===== config.mk =====
export PLATFORM = sky130hd
export DESIGN_NAME = arbitro_puerto_a1_flat
export DESIGN_NICKNAME = d
export VERILOG_FILES = /design/src/rtl/arbitro_puerto_a1_pkg.sv /design/src/rtl/arbitro_puerto_a1_if.sv /design/src/rtl/arbitro_rr3.sv /design/src/rtl/arbitro_puerto_a1.sv /design/src/flat_wrapper.sv
export SDC_FILE = /design/constraint.sdc
export NUM_CORES = 1
export LEC_CHECK = 0
export ABC_AREA = 1
export CAP_MARGIN = 20
export CORE_ASPECT_RATIO = 1.2
export CORE_MARGIN = 1
export CORE_UTILIZATION = 54
export DETAILED_ROUTE_END_ITERATION = 16
export DONT_BUFFER_PORTS = 1
export HOLD_SLACK_MARGIN = 0.06
export PLACE_DENSITY = 0.72
export SYNTH_ARGS = -nofsm -noshare
export SYNTH_HDL_FRONTEND = slang
export SYNTH_SLANG_ARGS = --single-unit
export TNS_END_PERCENT = 50

===== constraint.sdc =====
create_clock -name clk -period 1.5 [get_ports clk]
set_input_delay 0.225 -clock clk [delete_from_list [all_inputs] [get_ports clk]]
set_output_delay 0.225 -clock clk [all_outputs]
set_load 0.02 [all_outputs]

===== src/rtl/arbitro_puerto_a1_pkg.sv =====
// Shared definitions for the a1 read-port arbiter: FSM states, mux select codes, requester indices.
package arbitro_puerto_a1_pkg;

    typedef enum logic [1:0] {
        IDLE  = 2'd0,
        ISSUE = 2'd1,
        WAIT  = 2'd2
    } arb_state_e;

    localparam logic [1:0] SEL_REQ0 = 2'b00;
    localparam logic [1:0] SEL_REQ1 = 2'b01;
    localparam logic [1:0] SEL_REQ2 = 2'b10;
    localparam logic [1:0] SEL_NONE = 2'b11;

    localparam logic [1:0] REQ_DEC = 2'd0;
    localparam logic [1:0] REQ_WB  = 2'd1;
    localparam logic [1:0] REQ_DBG = 2'd2;
    localparam int         N_REQ   = 3;

    function automatic logic [2:0] onehot3(input logic [1:0] idx);
        return 3'b001 << idx;
    endfunction

    // Requester index after idx, wrapping 2 -> 0.
    function automatic logic [1:0] next_idx(input logic [1:0] idx);
        return (idx >= REQ_DBG) ? REQ_DEC : idx + 2'd1;
    endfunction

endpackage


===== src/rtl/arbitro_puerto_a1_if.sv =====
// Request/grant bundle between the control unit and the a1 port arbiter.
interface arbitro_puerto_a1_if;

    logic [2:0] req;
    logic       hold;
    logic [1:0] ctrl;
    logic [2:0] gnt;
    logic [2:0] ack;
    logic       busy;

    modport master (output req, hold, input ctrl, gnt, ack, busy);
    modport slave  (input req, hold, output ctrl, gnt, ack, busy);

endinterface


===== src/rtl/arbitro_rr3.sv =====
// Combinational 3-way picker: round-robin from rr_ptr, or fixed priority 0 > 1 > 2
// when ARB_A1_FIXED_PRIO_EN is defined.
module arbitro_rr3
    import arbitro_puerto_a1_pkg::*;
(
    input  logic [2:0] req,
    input  logic [1:0] rr_ptr,
    output logic       valid,
    output logic [1:0] winner
);

    assign valid = |req;

`ifdef ARB_A1_FIXED_PRIO_EN
    logic unused_ptr;
    assign unused_ptr = ^rr_ptr;

    always_comb begin
        winner = REQ_DEC;
        if (req[0])      winner = REQ_DEC;
        else if (req[1]) winner = REQ_WB;
        else if (req[2]) winner = REQ_DBG;
    end
`else
    logic [1:0] idx;
    logic       found;

    always_comb begin
        winner = REQ_DEC;
        found  = 1'b0;
        idx    = (rr_ptr > REQ_DBG) ? REQ_DEC : rr_ptr;
        for (int k = 0; k < N_REQ; k++) begin
            if (!found && req[idx]) begin
                winner = idx;
                found  = 1'b1;
            end
            idx = next_idx(idx);
        end
    end
`endif

endmodule


===== src/rtl/arbitro_puerto_a1.sv =====
// Arbiter for register-bank read port a1: one owner per transaction, select held for the read
// latency, one-cycle ack. Define ARB_A1_FIXED_PRIO_EN for fixed priority instead of round-robin.
module arbitro_puerto_a1
    import arbitro_puerto_a1_pkg::*;
#(
    parameter int RD_LAT = 1,
    parameter int CNT_W  = 3
) (
    input  logic               clk,
    input  logic               rst_n,
    arbitro_puerto_a1_if.slave bus
);

    localparam logic [CNT_W-1:0] CNT_LOAD = (RD_LAT > 0) ? CNT_W'(RD_LAT - 1) : '0;

    arb_state_e       state_q, state_d;
    logic [1:0]       ctrl_q, ctrl_d;
    logic [2:0]       gnt_q, gnt_d;
    logic [2:0]       ack_q, ack_d;
    logic [CNT_W-1:0] cnt_q, cnt_d;
    logic [1:0]       rr_ptr;
    logic [1:0]       pick_idx;
    logic             pick_vld;

`ifdef ARB_A1_FIXED_PRIO_EN
    assign rr_ptr = REQ_DEC;
`else
    logic [1:0] rr_q, rr_d;
    assign rr_ptr = rr_q;
`endif

    arbitro_rr3 u_pick (
        .req    (bus.req),
        .rr_ptr (rr_ptr),
        .valid  (pick_vld),
        .winner (pick_idx)
    );

    always_ff @(posedge clk or negedge rst_n) begin
        if (!rst_n) begin
            state_q <= IDLE;
            ctrl_q  <= SEL_NONE;
            gnt_q   <= '0;
            ack_q   <= '0;
            cnt_q   <= '0;
`ifndef ARB_A1_FIXED_PRIO_EN
            rr_q    <= REQ_DEC;
`endif
        end else begin
            state_q <= state_d;
            ctrl_q  <= ctrl_d;
            gnt_q   <= gnt_d;
            ack_q   <= ack_d;
            cnt_q   <= cnt_d;
`ifndef ARB_A1_FIXED_PRIO_EN
            rr_q    <= rr_d;
`endif
        end
    end

    // The ack cycle is spent in WAIT with grant still held; leaving WAIT drops the select to
    // SEL_NONE, which gives the mandatory idle bubble before the next arbitration.
    always_comb begin
        state_d = state_q;
        ctrl_d  = ctrl_q;
        gnt_d   = gnt_q;
        ack_d   = '0;
        cnt_d   = cnt_q;
`ifndef ARB_A1_FIXED_PRIO_EN
        rr_d    = rr_q;
`endif
        unique case (state_q)
            IDLE: begin
                ctrl_d = SEL_NONE;
                gnt_d  = '0;
                if (!bus.hold && pick_vld) begin
                    ctrl_d  = pick_idx;
                    gnt_d   = onehot3(pick_idx);
                    state_d = ISSUE;
                end
            end
            ISSUE: begin
                state_d = WAIT;
                if (RD_LAT == 0) begin
                    ack_d = gnt_q;
`ifndef ARB_A1_FIXED_PRIO_EN
                    rr_d  = next_idx(ctrl_q);
`endif
                end else begin
                    cnt_d = CNT_LOAD;
                end
            end
            WAIT: begin
                if (ack_q != '0) begin
                    state_d = IDLE;
                    ctrl_d  = SEL_NONE;
                    gnt_d   = '0;
                end else if (cnt_q == '0) begin
                    ack_d = gnt_q;
`ifndef ARB_A1_FIXED_PRIO_EN
                    rr_d  = next_idx(ctrl_q);
`endif
                end else begin
                    cnt_d = cnt_q - 1'b1;
                end
            end
            default: begin
                state_d = IDLE;
                ctrl_d  = SEL_NONE;
                gnt_d   = '0;
            end
        endcase
    end

    assign bus.ctrl = ctrl_q;
    assign bus.gnt  = gnt_q;
    assign bus.ack  = ack_q;
    assign bus.busy = (state_q != IDLE);

endmodule

===== src/flat_wrapper.sv =====
// flat-port wrapper written by rule: the top's interface ports become plain ports
module arbitro_puerto_a1_flat import arbitro_puerto_a1_pkg::*;
#(
    parameter int RD_LAT = 1,
    parameter int CNT_W  = 3
)
  (clk, rst_n, bus_req, bus_hold, bus_ctrl, bus_gnt, bus_ack, bus_busy);
  arbitro_puerto_a1_if bus_i ();
  input  logic clk;
  input  logic rst_n;
  input wire logic [$bits(bus_i.req)-1:0] bus_req;
  input wire logic [$bits(bus_i.hold)-1:0] bus_hold;
  output wire logic [$bits(bus_i.ctrl)-1:0] bus_ctrl;
  output wire logic [$bits(bus_i.gnt)-1:0] bus_gnt;
  output wire logic [$bits(bus_i.ack)-1:0] bus_ack;
  output wire logic [$bits(bus_i.busy)-1:0] bus_busy;
  assign bus_i.req = bus_req;
  assign bus_i.hold = bus_hold;
  assign bus_ctrl = bus_i.ctrl;
  assign bus_gnt = bus_i.gnt;
  assign bus_ack = bus_i.ack;
  assign bus_busy = bus_i.busy;
  arbitro_puerto_a1 #(.RD_LAT(RD_LAT), .CNT_W(CNT_W)) u_core (.clk(clk), .rst_n(rst_n), .bus(bus_i));
endmodule

==> results of run 1 <==
path summary, 6_finish.rpt:
check / from / endpoint / slack [ns] / cells past startpoint
min in group asynchronous: rst_n / u_core.bus.ack[1] / 0.40 / 1
max in group asynchronous: rst_n / u_core.rr_ptr[1] / 0.65 / 1
hold reg to reg: u_core.cnt_q[1] / u_core.cnt_q[1] / 0.56 / 2
setup reg to reg: u_core.rr_ptr[1] / u_core.bus.gnt[1] / -0.13 / 10
hold / removal: bus_hold / u_core.bus.gnt[2] / 0.25 / 5
setup / recovery: u_core.rr_ptr[1] / u_core.bus.gnt[1] / -0.13 / 10
stage by stage:
stage / instance area [um^2] / setup WS [ns] / cells / hold WS (ns)
floorplan: 934.6 / 0.01242 / 122 / -0.07059
global placement: 1010 / -0.04362 / 147 / -0.07027
detailed placement: 1010 / -0.1044 / 147 / -0.07028
CTS: 1082 / -0.01679 / 153 / 0.2416
global route: 1200 / -0.2354 / 155 / 0.2664
finish: 1200 / -0.1291 / 155 / 0.2494
cells by family after synthesis:
family / Yosys count
adder cells (fa/ha/maj): 10
buffers and inverters: 28
AND/OR/NAND/NOR: 53
AO/OA/AOI/OAI: 16
flip-flops: 15
power by group through the flow:
stage,Sequential (mW),Clock [mW],Combinational [mW]
6_report,0.750,0.235,1.79
5_1_grt,0.769,0.258,1.98
4_1_cts,0.739,0.239,1.40
3_5_place_dp,0.737,0,1.29
3_3_place_gp,0.730,0,1.25
2_1_floorplan,0.717,0,0.980
cell usage after synthesis:
master	n	share of area, %
o22ai_1	2	1.3
o21ai_2	1	0.94
nand3_1	13	7.0
dfrtp_1	13	35
nor2_2	2	1.3
a31oi_1	1	0.67
a21boi_2	1	1.2
ha_1	10	13
o21ai_0	7	3.7
nand2_1	31	12
o21ai_1	3	1.6
inv_2	3	1.2
dfstp_2	2	5.6
nand3_2	1	1.1
nor3_2	1	1.1
a21oi_1	1	0.53
inv_1	25	10
nor2_1	5	2.0
cell type report:
cell class / count / area [um^2] / area share, %
inverters: 28 / 110.1 / 9.176
flip-flops and latches: 15 / 379.1 / 31.60
multi-input cells: 79 / 563.0 / 46.92
clock buffers: 3 / 22.52 / 1.877
clock inverters: 1 / 5.005 / 0.4171
well taps: 18 / 22.52 / 1.877
repair buffers: 11 / 97.59 / 8.133
critical path, cell delays in order (launching register included):
cell and delay, ns:
dfrtp_2 0.47, ha_4 0.28, inv_4 0.08, nand2_2 0.05, nand3_2 0.06, nand2_2 0.07
nor2_4 0.13, nand3_2 0.11, nand2_1 0.07, nand2_1 0.06, o21ai_1 0.16
registers in the layout, indices dropped and copies added, names as in the netlist:
name             cells
u_core.bus.ack       3
u_core.bus.gnt       3
u_core.cnt_q         3
u_core.bus.ctrl      2
u_core.rr_ptr        2
u_core.state_q       2
layer usage:
metal,up-vias,global-route usage [%]
li1,415,-
met1,396,25.14
met2,22,36.13
met3,9,5.116
met4,0,10.34
met5,-,0
timing repair:
item | CTS | global route
endpoints found under the hold margin | 15 | 0
pin swaps | 2 | 16
endpoints found under the setup margin | 5 | 10
hold buffers | 1 | 0
resized for setup | 9 | 25
setup buffers | 1 | 2
cloned | 0 | 0
==> out/qor.txt, run 1 <==
Worst Slack Setup Final -> -0.1291 ns
Via Count -> 842
arrival time at the worst endpoint -> 1.84 ns
RSZ-0062 raised after global routing -> true
WL per Instance -> 14.26 um
fill count -> 120
core region area -> 1622 um^2
failing checks -> negative setup slack
GRT overflow -> 0
data required time of the worst path -> 1.72 ns
Synth cell types -> 18
synthesis-to-finish area growth -> 28.38%
total negative setup slack -> -0.4542 ns
YS warnings -> 0
Synth Area in Compound Gates -> 10.04%
post-synthesis sequential area ratio -> 40.43%
main combinational cell family by area after synthesis -> simple AND/OR/NAND/NOR gates
Metal-1 WL -> 851 um
Port Buf Inserts -> 0
Leak -> 0.6107 nW
Initial Utilization -> 57.64%
Pwr per Cell Area -> 2311 nW/um^2
Row Count -> 16
clock power share -> 8.5%
Slew Viols, Final -> 0
initial drt markers -> 10
CP startpoint kind -> flop
Setup Viol. Count Final -> 5
CTS tree -> yes
Vias/cell -> 5.432
initial antenna violation count -> 0
vias in the first global route -> 710
xor/xnor share of the synthesized area -> 0%
CTS H-tree lvls -> 1
status -> finished with violations
#FFs+latches synth -> 15
clock root buffer -> clkbuf_4
DRT antenna net count -> 0
DRC -> 0
post-synthesis mux area share -> 0%
Tot GR Track Use -> 21.47%
CTS max path bufs -> 2
crit path kind -> reg -> reg
top layer in use -> met4
first-pass GRT wire length -> 2.697 mm
Min Clock Period, post-route -> 1.629 ns
Max FO, Critical Path -> 4
routability cong. -> 0.7695
Clock Sinks -> 15
total power -> 2.773 mW
Syn Area/Cell -> 7.661 um^2
Int Power -> 1.385 mW
met2 wire length -> 1.219 mm
clock skew -> 0.002390 ns
Cell Area, Synth -> 934.6 um^2
Post-Syn Nets -> 138
Post-Synth Adder-Cell Area -> 13.39%
largest net degree at the start of global routing -> 16
share of cells above drive strength 1 -> 37.96%
final core utilization -> 74.00%
switching share of power -> 50.06%
first-pass iteration count of the detailed router -> 4
part of the power in registers -> 27.0%
diode count -> 0
Boundary Pins -> 15
Post-Route WL -> 2.211 mm
final worst-path cycle share -> 108.6%
Tightest Pin Transition -> 0.6495 ns
Fin. Hold Viols -> 0
Peak Freq -> 613.8 MHz
most frequent cells in the layout -> nand2_1 (22), inv_1 (20), dfrtp_1 (12)
Clock Pin Slew Worst Setup and Hold Paths -> 0.09 ns
worst min path class -> in -> reg
worst relative slew slack -> 56.55%
Die ar. -> 1902 um^2
WL met3 -> 78 um
Detail Placement HPWL -> 1.373 mm
Worst-Skew Late Latency -> 0.29 ns
NumNets Final -> 154
maximum vdd ir drop -> 1.310 mV
Comb power frac -> 64.5%
Die Width -> 39.98 um
commonest non-fill, non-tap cell in the layout -> nand2_1
MaxCap Viol Count -> 0
Post-Synth Simple-Gate Area -> 24.90%
TritonCTS Buffers -> 3
NetSw -> 1.388 mW
Gate Count Post-Synth -> 122
crit end category -> flop
die span in y -> 47.58 um
No activity file was read; power rests on OpenSTA's default activity.
==> run 2: changes to the inputs <==
--- a/config.mk
+++ b/config.mk
@@ -14,5 +14,5 @@
 export DONT_BUFFER_PORTS = 1
 export HOLD_SLACK_MARGIN = 0.06
-export PLACE_DENSITY = 0.72
+export PLACE_DENSITY = 0.78
 export SYNTH_ARGS = -nofsm -noshare
 export SYNTH_HDL_FRONTEND = slang
==> constraint.sdc (replaced) <==
create_clock -name clk -period 1.5 [get_ports clk]
set_input_delay 0.225 -clock clk [delete_from_list [all_inputs] [get_ports clk]]
set_output_delay 0.225 -clock clk [all_outputs]
set_load 0.005 [all_outputs]
==> out/qor.txt, run 2 (synthesized netlist as in run 1, its figures left out) <==
CP Cell Sequence -> ha_4, nand2_1, nand3_2, nand2_2, nor2_4, nand3_2, nand3_2, nand2_2, nand2_1, inv_1
Fin. Hold Viols -> 0 (unchanged)
Comb power frac -> 63.7% (-0.8 points)
synthesis-to-finish area growth -> 20.21%
Via Count -> 783 (-7.0%)
part of the power in registers -> 27.2% (+0.2 points)
Row Count -> 16 (unchanged)
worst r2r src -> u_core.rr_ptr[1]
clock skew -> 0.01081 ns (+0.008417 ns)
CTS max path bufs -> 2 (unchanged)
first-pass iteration count of the detailed router -> 4 (unchanged)
final worst-path cycle share -> 103.1% (-5.5 points)
Slew Viols, Final -> 0 (unchanged)
CP startpoint kind -> flop
crit path kind -> reg -> reg
DRC -> 0 (unchanged)
Setup Viol. Count Final -> 2 (-3)
Int Power -> 1.280 mW (-7.6%)
arrival time at the worst endpoint -> 1.72 ns (-0.12 ns)
NetSw -> 1.234 mW (-11%)
Leak -> 0.5617 nW (-8.0%)
vias in the first global route -> 690 (-2.8%)
NumNets Final -> 147 (-4.5%)
hold_sp -> bus_hold
first-pass GRT wire length -> 2.760 mm (+2.3%)
Min Clock Period, post-route -> 1.546 ns (-0.08278 ns)
initial antenna violation count -> 0 (unchanged)
Clock Pin Slew Worst Setup and Hold Paths -> 0.10 ns (about the same)
die span in y -> 47.58 um (unchanged)
initial drt markers -> 14 (+4)
M1 GR Usage -> 25.22% (+0.073 points)
Worst-Skew Late Latency -> 0.28 ns (about the same)
Hold Path End -> u_core.bus.gnt[1]
Port Buf Inserts -> 0 (unchanged)
diode count -> 0 (unchanged)
TritonCTS Buffers -> 3 (unchanged)
pre-CTS setup slack -> -0.1250 ns (-0.02062 ns)
crit end category -> flop
Tot GR Track Use -> 21.49% (about the same)
GR peak layer -> met2
switching share of power -> 49.09% (-0.98 points)
Placed Cells incl. Taps -> 140 (-4.8%)
WL per Instance -> 13.09 um (-8.2%)
Die Width -> 39.98 um (unchanged)
Peak Freq -> 646.7 MHz (+5.4%)
routability cong. -> 0.7899 (+2.7%)
Design Area, Final -> 1124 um^2 (-6.4%)
status -> finished with violations
setup slack, reg-to-reg -> -0.05 ns (+0.08 ns)
Crit path largest cell delay -> 0.46 ns (about the same)
Detail Placement HPWL -> 1.324 mm (-3.6%)
RSZ-0062 raised after global routing -> true
met3 usage -> 5.581% (+0.47 points)
Die ar. -> 1902 um^2 (unchanged)
met2 GRT Util -> 36.77% (+0.65 points)
clock power share -> 9.2% (+0.7 points)
Boundary Pins -> 15 (unchanged)
largest net degree at the start of global routing -> 16 (unchanged)
most frequent cells in the layout -> nand2_1 (24), inv_1 (22), dfrtp_1 (12)
CP max-delay cell -> dfrtp_2
r2r worst-path depth -> 10 (unchanged)
Worst Slack Setup Final -> -0.04631 ns (+0.08278 ns)
Pwr per Cell Area -> 2237 nW/um^2 (-3.2%)
Min-Delay Path Depth -> 5 (unchanged)
DRT antenna net count -> 0 (unchanged)
Clock Sinks -> 15 (unchanged)
core region area -> 1622 um^2 (unchanged)
fill count -> 140 (+17%)
commonest non-fill, non-tap cell in the layout -> nand2_1
clock root buffer -> clkbuf_4
total power -> 2.513 mW (-9.4%)
data required time of the worst path -> 1.68 ns (-0.04 ns)
Top cell by count, worst path -> nand3_2
MaxCap Viol Count -> 0 (unchanged)
Tightest Pin Transition -> 0.6834 ns (+0.03387 ns)
share of cells above drive strength 1 -> 32.31% (-5.6 points)
Post-Route WL -> 1.938 mm (-12%)
final non-filler cell total -> 148 (-4.5%)
worst relative slew slack -> 54.29% (-2.3 points)
total negative setup slack -> -0.04988 ns (+0.4043 ns)
Area after DPL -> 957.2 um^2 (-5.2%)
Initial Utilization -> 57.64% (unchanged)
Vias/cell -> 5.291 (-2.6%)
maximum vdd ir drop -> 1.225 mV (-6.5%)
CTS tree -> yes
CTS H-tree lvls -> 1 (unchanged)
failing checks -> negative setup slack
worst min path class -> in -> reg
Worst R2R End -> u_core.bus.gnt[0]
GRT overflow -> 0 (unchanged)
Max FO, Critical Path -> 4 (unchanged)
-- run 2: worst max-delay path, delay by kind of cell (launching register included) --
family                     cells  cell delay, ns
adders and majority gates      1            0.30
buffers and inverters          1            0.03
DFF                            1            0.46
and+or+nand+nor                8            0.65
-- run 2: through the flow --
step	utilization (%)	hold slack (ns)
floorplan	-	-0.07059
global placement	59.03	-0.07030
detailed placement	59.03	-0.07031
CTS	65.43	0.2514
global route	69.29	0.2785
finish	69.29	0.2703
-- run 2: layer usage --
metal / wire length [um] / up-vias / share of wire (%)
met4: 21 / 0 / 1.1
met2: 1063 / 24 / 55
li1: - / 395 / -
met5: 0 / - / 0
met3: 86 / 2 / 4.4
met1: 767 / 362 / 40
-- run 2: repair_timing --
| action | 4_1_cts | 5_1_grt |
|---|---|---|
| pin swaps | 3 | 7 |
| cloned | 0 | 0 |
| endpoints found under the hold margin | 15 | 0 |
| hold buffers | 1 | 0 |
| buffers inserted | 3 | 0 |
| endpoints found under the setup margin | 5 | 15 |
| resized for setup | 12 | 21 |
-- run 2: power by group through the flow --
stage / Clock [mW] / Sequential (mW) / Combinational, mW
floorplan: 0 / 0.650 / 0.961
global placement: 0 / 0.672 / 1.12
detailed placement: 0 / 0.678 / 1.18
CTS: 0.233 / 0.679 / 1.38
global route: 0.255 / 0.707 / 1.79
finish: 0.231 / 0.682 / 1.60
-- run 2: cell type report --
cell class	instances	area [um^2]	area share, %
multi-input cells	79	553.0	49.22
well taps	18	22.52	2.004
repair buffers	4	32.53	2.895
clock buffers	4	26.28	2.339
flip-flops and latches	15	379.1	33.74
inverters	28	110.1	9.800
-- run 2: worst max path at each step --
stage | to | cells past startpoint | from | slack (ns)
global route | u_core.bus.gnt[0] | 13 | u_core.rr_ptr[1] | -0.11
finish | u_core.bus.gnt[0] | 10 | u_core.rr_ptr[1] | -0.05
global placement | u_core.bus.gnt[0] | 12 | u_core.rr_ptr[0] | -0.07
CTS | u_core.bus.gnt[0] | 10 | u_core.rr_ptr[1] | -0.01
floorplan | u_core.bus.gnt[0] | 12 | u_core.rr_ptr[0] | 0.01
detailed placement | u_core.bus.gnt[0] | 12 | u_core.rr_ptr[0] | -0.13
